File: config.mk
export PLATFORM = sky130hd
export DESIGN_NAME = wb_initiator
export DESIGN_NICKNAME = d
export VERILOG_FILES = /design/src/rtl/wb_pkg.sv /design/src/rtl/wb_timeout_counter.sv /design/src/rtl/wb_initiator.sv
export SDC_FILE = /design/constraint.sdc
export NUM_CORES = 1
export LEC_CHECK = 0
export ABC_AREA = 1
export BUFFER_PORTS_ARGS = -buffer_cell sky130_fd_sc_hd__buf_2
export CORE_UTILIZATION = 50
export CTS_BUF_LIST = sky130_fd_sc_hd__clkbuf_8
export DETAILED_ROUTE_END_ITERATION = 12
export PLACE_DENSITY = 0.91
export SLEW_MARGIN = 40
export SYNTH_ARGS = -nofsm -noshare
export SYNTH_HDL_FRONTEND = slang
export SYNTH_HIERARCHICAL = 1
export SYNTH_SLANG_ARGS = --single-unit
File: constraint.sdc
create_clock -name CLK_I -period 9.4 [get_ports CLK_I]
set_input_delay 1.88 -clock CLK_I [delete_from_list [all_inputs] [get_ports CLK_I]]
set_output_delay 1.88 -clock CLK_I [all_outputs]
set_load 0.01 [all_outputs]
File: src/rtl/wb_pkg.sv
// Shared Wishbone initiator definitions: FSM state encoding and the
// data/select widths used by the initiator and its bench.
package wb_pkg;
  localparam int DAT_W = 32;
  localparam int SEL_W = 4;
  localparam int CNT_W = 16;

  typedef enum logic [1:0] {
    IDLE = 2'd0,
    BUS  = 2'd1,
    RESP = 2'd2
  } state_t;
endpackage

File: src/rtl/wb_timeout_counter.sv
// ACK wait counter for the Wishbone initiator.
//   clk, rst : clock, async active-high reset
//   clear    : zero the count (start of a bus cycle)
//   enable   : count one more cycle without ACK
//   limit    : timeout in cycles; 0 disables expiry
//   expired  : count has reached limit-1 (this edge would be the limit-th)
module wb_timeout_counter import wb_pkg::*; (
  input  logic             clk,
  input  logic             rst,
  input  logic             clear,
  input  logic             enable,
  input  logic [CNT_W-1:0] limit,
  output logic             expired
);
  localparam logic [CNT_W-1:0] ONE = 1;

  logic [CNT_W-1:0] count;

  always_ff @(posedge clk or posedge rst) begin
    if (rst)         count <= '0;
    else if (clear)  count <= '0;
    else if (enable) count <= count + ONE;
  end

  assign expired = (limit != '0) && (count == limit - ONE);
endmodule

File: src/rtl/wb_initiator.sv
// Single-outstanding Wishbone classic initiator. A valid/ready command is
// turned into one registered bus cycle; the slave's ACK (or an ACK timeout)
// produces one valid/ready response.
//   CLK_I, RST_I       : clock, async active-high reset
//   req_*              : command (addr, wdata, we, sel) with valid/ready
//   rsp_*              : response (rdata, err=timeout) with valid/ready
//   ADR_O..CYC_O, DAT_I, ACK_I : Wishbone classic initiator side
module wb_initiator import wb_pkg::*; #(
  parameter logic [15:0] TIMEOUT_CYCLES = 16'd255,
  parameter int          ADDR_W         = 32
) (
  input  logic              CLK_I,
  input  logic              RST_I,
  input  logic              req_valid,
  output logic              req_ready,
  input  logic [ADDR_W-1:0] req_addr,
  input  logic [DAT_W-1:0]  req_wdata,
  input  logic              req_we,
  input  logic [SEL_W-1:0]  req_sel,
  output logic              rsp_valid,
  input  logic              rsp_ready,
  output logic [DAT_W-1:0]  rsp_rdata,
  output logic              rsp_err,
  output logic [ADDR_W-1:0] ADR_O,
  output logic [DAT_W-1:0]  DAT_O,
  input  logic [DAT_W-1:0]  DAT_I,
  output logic              WE_O,
  output logic [SEL_W-1:0]  SEL_O,
  output logic              STB_O,
  output logic              CYC_O,
  input  logic              ACK_I
);
  state_t state, state_nxt;
  logic   accept, ack_hit, to_hit, rsp_done, expired;

  always_ff @(posedge CLK_I or posedge RST_I) begin
    if (RST_I) state <= IDLE;
    else       state <= state_nxt;
  end

  // ACK is only meaningful in BUS and beats a coincident timeout.
  always_comb begin
    state_nxt = state;
    req_ready = 1'b0;
    accept    = 1'b0;
    ack_hit   = 1'b0;
    to_hit    = 1'b0;
    rsp_done  = 1'b0;
    case (state)
      IDLE: begin
        req_ready = 1'b1;
        accept    = req_valid;
        if (req_valid) state_nxt = BUS;
      end
      BUS: begin
        ack_hit = ACK_I;
        to_hit  = !ACK_I && expired;
        if (ack_hit || to_hit) state_nxt = RESP;
      end
      RESP: begin
        rsp_done = rsp_ready;
        if (rsp_ready) state_nxt = IDLE;
      end
      default: state_nxt = IDLE;
    endcase
  end

  wb_timeout_counter u_cnt (
    .clk     (CLK_I),
    .rst     (RST_I),
    .clear   (accept),
    .enable  ((state == BUS) && !ACK_I),
    .limit   (TIMEOUT_CYCLES),
    .expired (expired)
  );

  // All bus and response outputs are registers; address/data/sel only load
  // on acceptance so they stay put for the whole cycle.
  always_ff @(posedge CLK_I or posedge RST_I) begin
    if (RST_I) begin
      ADR_O     <= '0;
      DAT_O     <= '0;
      WE_O      <= 1'b0;
      SEL_O     <= '0;
      CYC_O     <= 1'b0;
      STB_O     <= 1'b0;
      rsp_valid <= 1'b0;
      rsp_err   <= 1'b0;
      rsp_rdata <= '0;
    end else begin
      if (accept) begin
        ADR_O <= req_addr;
        DAT_O <= req_wdata;
        WE_O  <= req_we;
        SEL_O <= req_sel;
        CYC_O <= 1'b1;
        STB_O <= 1'b1;
      end
      if (ack_hit || to_hit) begin
        CYC_O     <= 1'b0;
        STB_O     <= 1'b0;
        rsp_valid <= 1'b1;
        rsp_err   <= to_hit;
        rsp_rdata <= (ack_hit && !WE_O) ? DAT_I : '0;
      end
      if (rsp_done) rsp_valid <= 1'b0;
    end
  end
endmodule

==> reports/qor.yml <==
final_layout:
  area_delta_synth_final_pct: 29.14
  layout.nets: 1064
  drive_above_1_share_pct: 27.97
  antenna_cells: 0
  instances_no_fill: 1109
grt:
  grt_overflow: 0
  grt_max_degree: 74
  grt_antenna_before_repair: 0
  grt_util_all_layers_pct: 24.49
  grt_pass1_wl_um: 22400
  grt_pass1_vias: 4962
worst_setup_path:
  worstPathArrival_ns: 4.16
  path_max_fanout: 73
  critical_path_class: "primary input to register"
  rr_startpoint: "state[1]"
  crit_required_ns: 9.70
  ff2ff_path_depth: 9
  worstSetupStartpointType: "primary input"
  end_kind: "register"
  r2r_end: "u_cnt/count[13]"
  reg2reg_slack_ns: 6.46
clock_tree:
  clock-sinks: 122
  post_cts_buffers: 0
  cts_buffer_depth: 2
  post_cts_resized: 0
  ctsHoldBuffers: 0
  clk_latency_ns: 0.43
  cts.clk_slew.worst_paths_ns: 0.07
  cts_buffers: 17
  cts-root-buf: "clkbuf_8"
  htreeDepth: 4
  cts_tree: "built"
route:
  routedWlPerCell_um: 12.55
  drtPass1Iterations: 5
  drc_errors: 0
  wl_um: 13920
  first_iter_violations: 353
  via_count: 5324
  drt.antenna.violating_nets: 0
  vias_per_cell: 4.801
floorplanning:
  num_io_pins: 212
  die-area_um2: 11700
  coreArea_um2: 10940
  die-width_um: 108.2
  rows: 38
  initial_core_util_pct: 51.56
  dieHeight_um: 108.2
yosys:
  yosysWarnings: 6
  synthTopCellsByArea: "dfrtp_1 54%, nand2_1 23%, nand3_1 4.5%"
  ys_ff_latch: 122
  synth_cell_type_count: 32
  synth_common_cells: "340 x nand2_1, 122 x dfrtp_1, 51 x nand3_1"
  synth_top_cell_area_share_pct: 54.15
  synth_top_area_cell: "dfrtp_1"
  synth_cells: 700
  ys_async_sr_fraction_pct: 100.0
  synthFlopType: "dfrtp_1"
  syn_avg_cell_area_um2: 8.054
  syn_area_um2: 5638
  synth_most_common_cell: "nand2_1"
  synth_edf_count: 0
  seq_area_frac_synth_pct: 54.15
timing:
  finalCritPeriodShare_pct: 40.99
  worst_slew_pin_slew_ns: 0.7460
  hold_violations: 0
  setup_viol: 0
  relSlewSlack_pct: 50.15
  grt_setup_unrepaired: "no"
  slew_violations: 0
  finClkSkew_ns: 0.01795
  fin_crit_ns: 3.853
  fmax_mhz: 259.6
  holdWs_ns: 0.4686
  fin_setup_tns_ns: 0
  setup_slack_ns: 5.547
pwr:
  leakagePower_uw: 0.004303
  powerDensity_nw_per_um2: 286.1
  irDropWorstVdd_mv: 0.1874
  power.total_uw: 2083
min_path:
  min_path_type: "register to register"
  holdPathEnd: "rsp_rdata[29]"
  whs_path_depth: 2
  hold_start: "rsp_rdata[29]"
placement:
  place.gp.congestion: 0.8334
  dp_slack_ns: 5.138
  hpwl_um: 9741
  dpl.cell_count: 1077
  port_buffers: 211
run:
  maxCapViolations: 0
run_status:
  status: "finished clean"
routing by layer:
layer	part of all wire (%)	track usage, %
met1	43	30.96
met2	50	41.08
met3	6.3	6.691
met4	1.5	7.143
met5	0	0
area by class of cell:
cell class	instances	area, µm²
Sequential cell	122	3053
Timing Repair Buffer	213	1075
Fill cell	864	3655
Clock inverter	13	135.1
Clock buffer	19	261.5
Multi-Input combinational cell	556	2404
Tap cell	140	175.2
Inverter	46	177.7
cell families after synthesis:
logic type	synth area share, %
and+or+nand+nor	33.87
buffers and inverters	6.525
AOI/OAI and AO/OA	2.863
other	0.1332
DFF	54.15
adders and majority gates	0.4438
xor gates and xnor gates	2.020
flip-flops by register name (all words and copies together), names as in the netlist:
register / flops
ADR_O: 32
SEL_O: 4
u_cnt/count: 16
STB_O: 1
WE_O: 1
rsp_err: 1
state: 2
rsp_valid: 1
rsp_rdata: 32
DAT_O: 32
placed cells by master, fill, tap and decap left out, types with 2 or more instances in the layout:
| master | instances |
|---|---|
| inv_1 | 43 |
| dfrtp_1 | 122 |
| nand2_1 | 340 |
| xnor2_1 | 4 |
| o21ai_0 | 15 |
| ha_1 | 2 |
| nand3_1 | 51 |
| buf_2 | 211 |
| nor2_1 | 36 |
| clkinvlp_4 | 4 |
| nand3_2 | 2 |
| nand2_4 | 2 |
| xor2_1 | 9 |
| nand3b_1 | 2 |
| a21oi_1 | 13 |
| inv_4 | 2 |
| nand4_1 | 2 |
| nor3_1 | 4 |
| nor2_2 | 8 |
| clkinv_4 | 2 |
| nor2_4 | 3 |
| inv_6 | 4 |
| clkbuf_8 | 19 |
| nand2_2 | 4 |
| conb_1 | 51 |
| inv_8 | 2 |
per-stage QoR:
stage / cell area, µm² / util, %
2_1_floorplan: 5822 / -
3_3_place_gp: 6880 / 62.92
3_5_place_dp: 6880 / 62.92
4_1_cts: 7277 / 66.54
5_1_grt: 7281 / 66.58
6_report: 7281 / 66.58
power by group:
group / switching (µW) / internal, µW / total, µW / leakage, µW
clock network: 229 / 231 / 460 / 0.000190
registers: 124 / 734 / 857 / 0.00155
logic: 484 / 282 / 766 / 0.00256
total: 837 / 1250 / 2080 / 0.00430
critical path: stages:
cell and delay, ns:
buf_2 0.11, nand2_4 0.39, inv_4 0.71, nor2_2 0.16, nor2_2 0.27, and3_1 0.23
nand3_1 0.10, o21ai_0 0.18, a21oi_1 0.06
worst max path at each step:
stage / from / end / cells past startpoint / slack (ns)
finish: req_valid / u_cnt/count[13] / 9 / 5.55
global route: req_valid / u_cnt/count[13] / 9 / 5.35
CTS: req_valid / u_cnt/count[13] / 9 / 5.58
detailed placement: req_valid / u_cnt/count[13] / 9 / 5.14
global placement: req_valid / u_cnt/count[13] / 9 / 5.21
floorplan: RST_I / ADR_O[0] / 1 / 4.73
(Power assumes the default switching activity.)
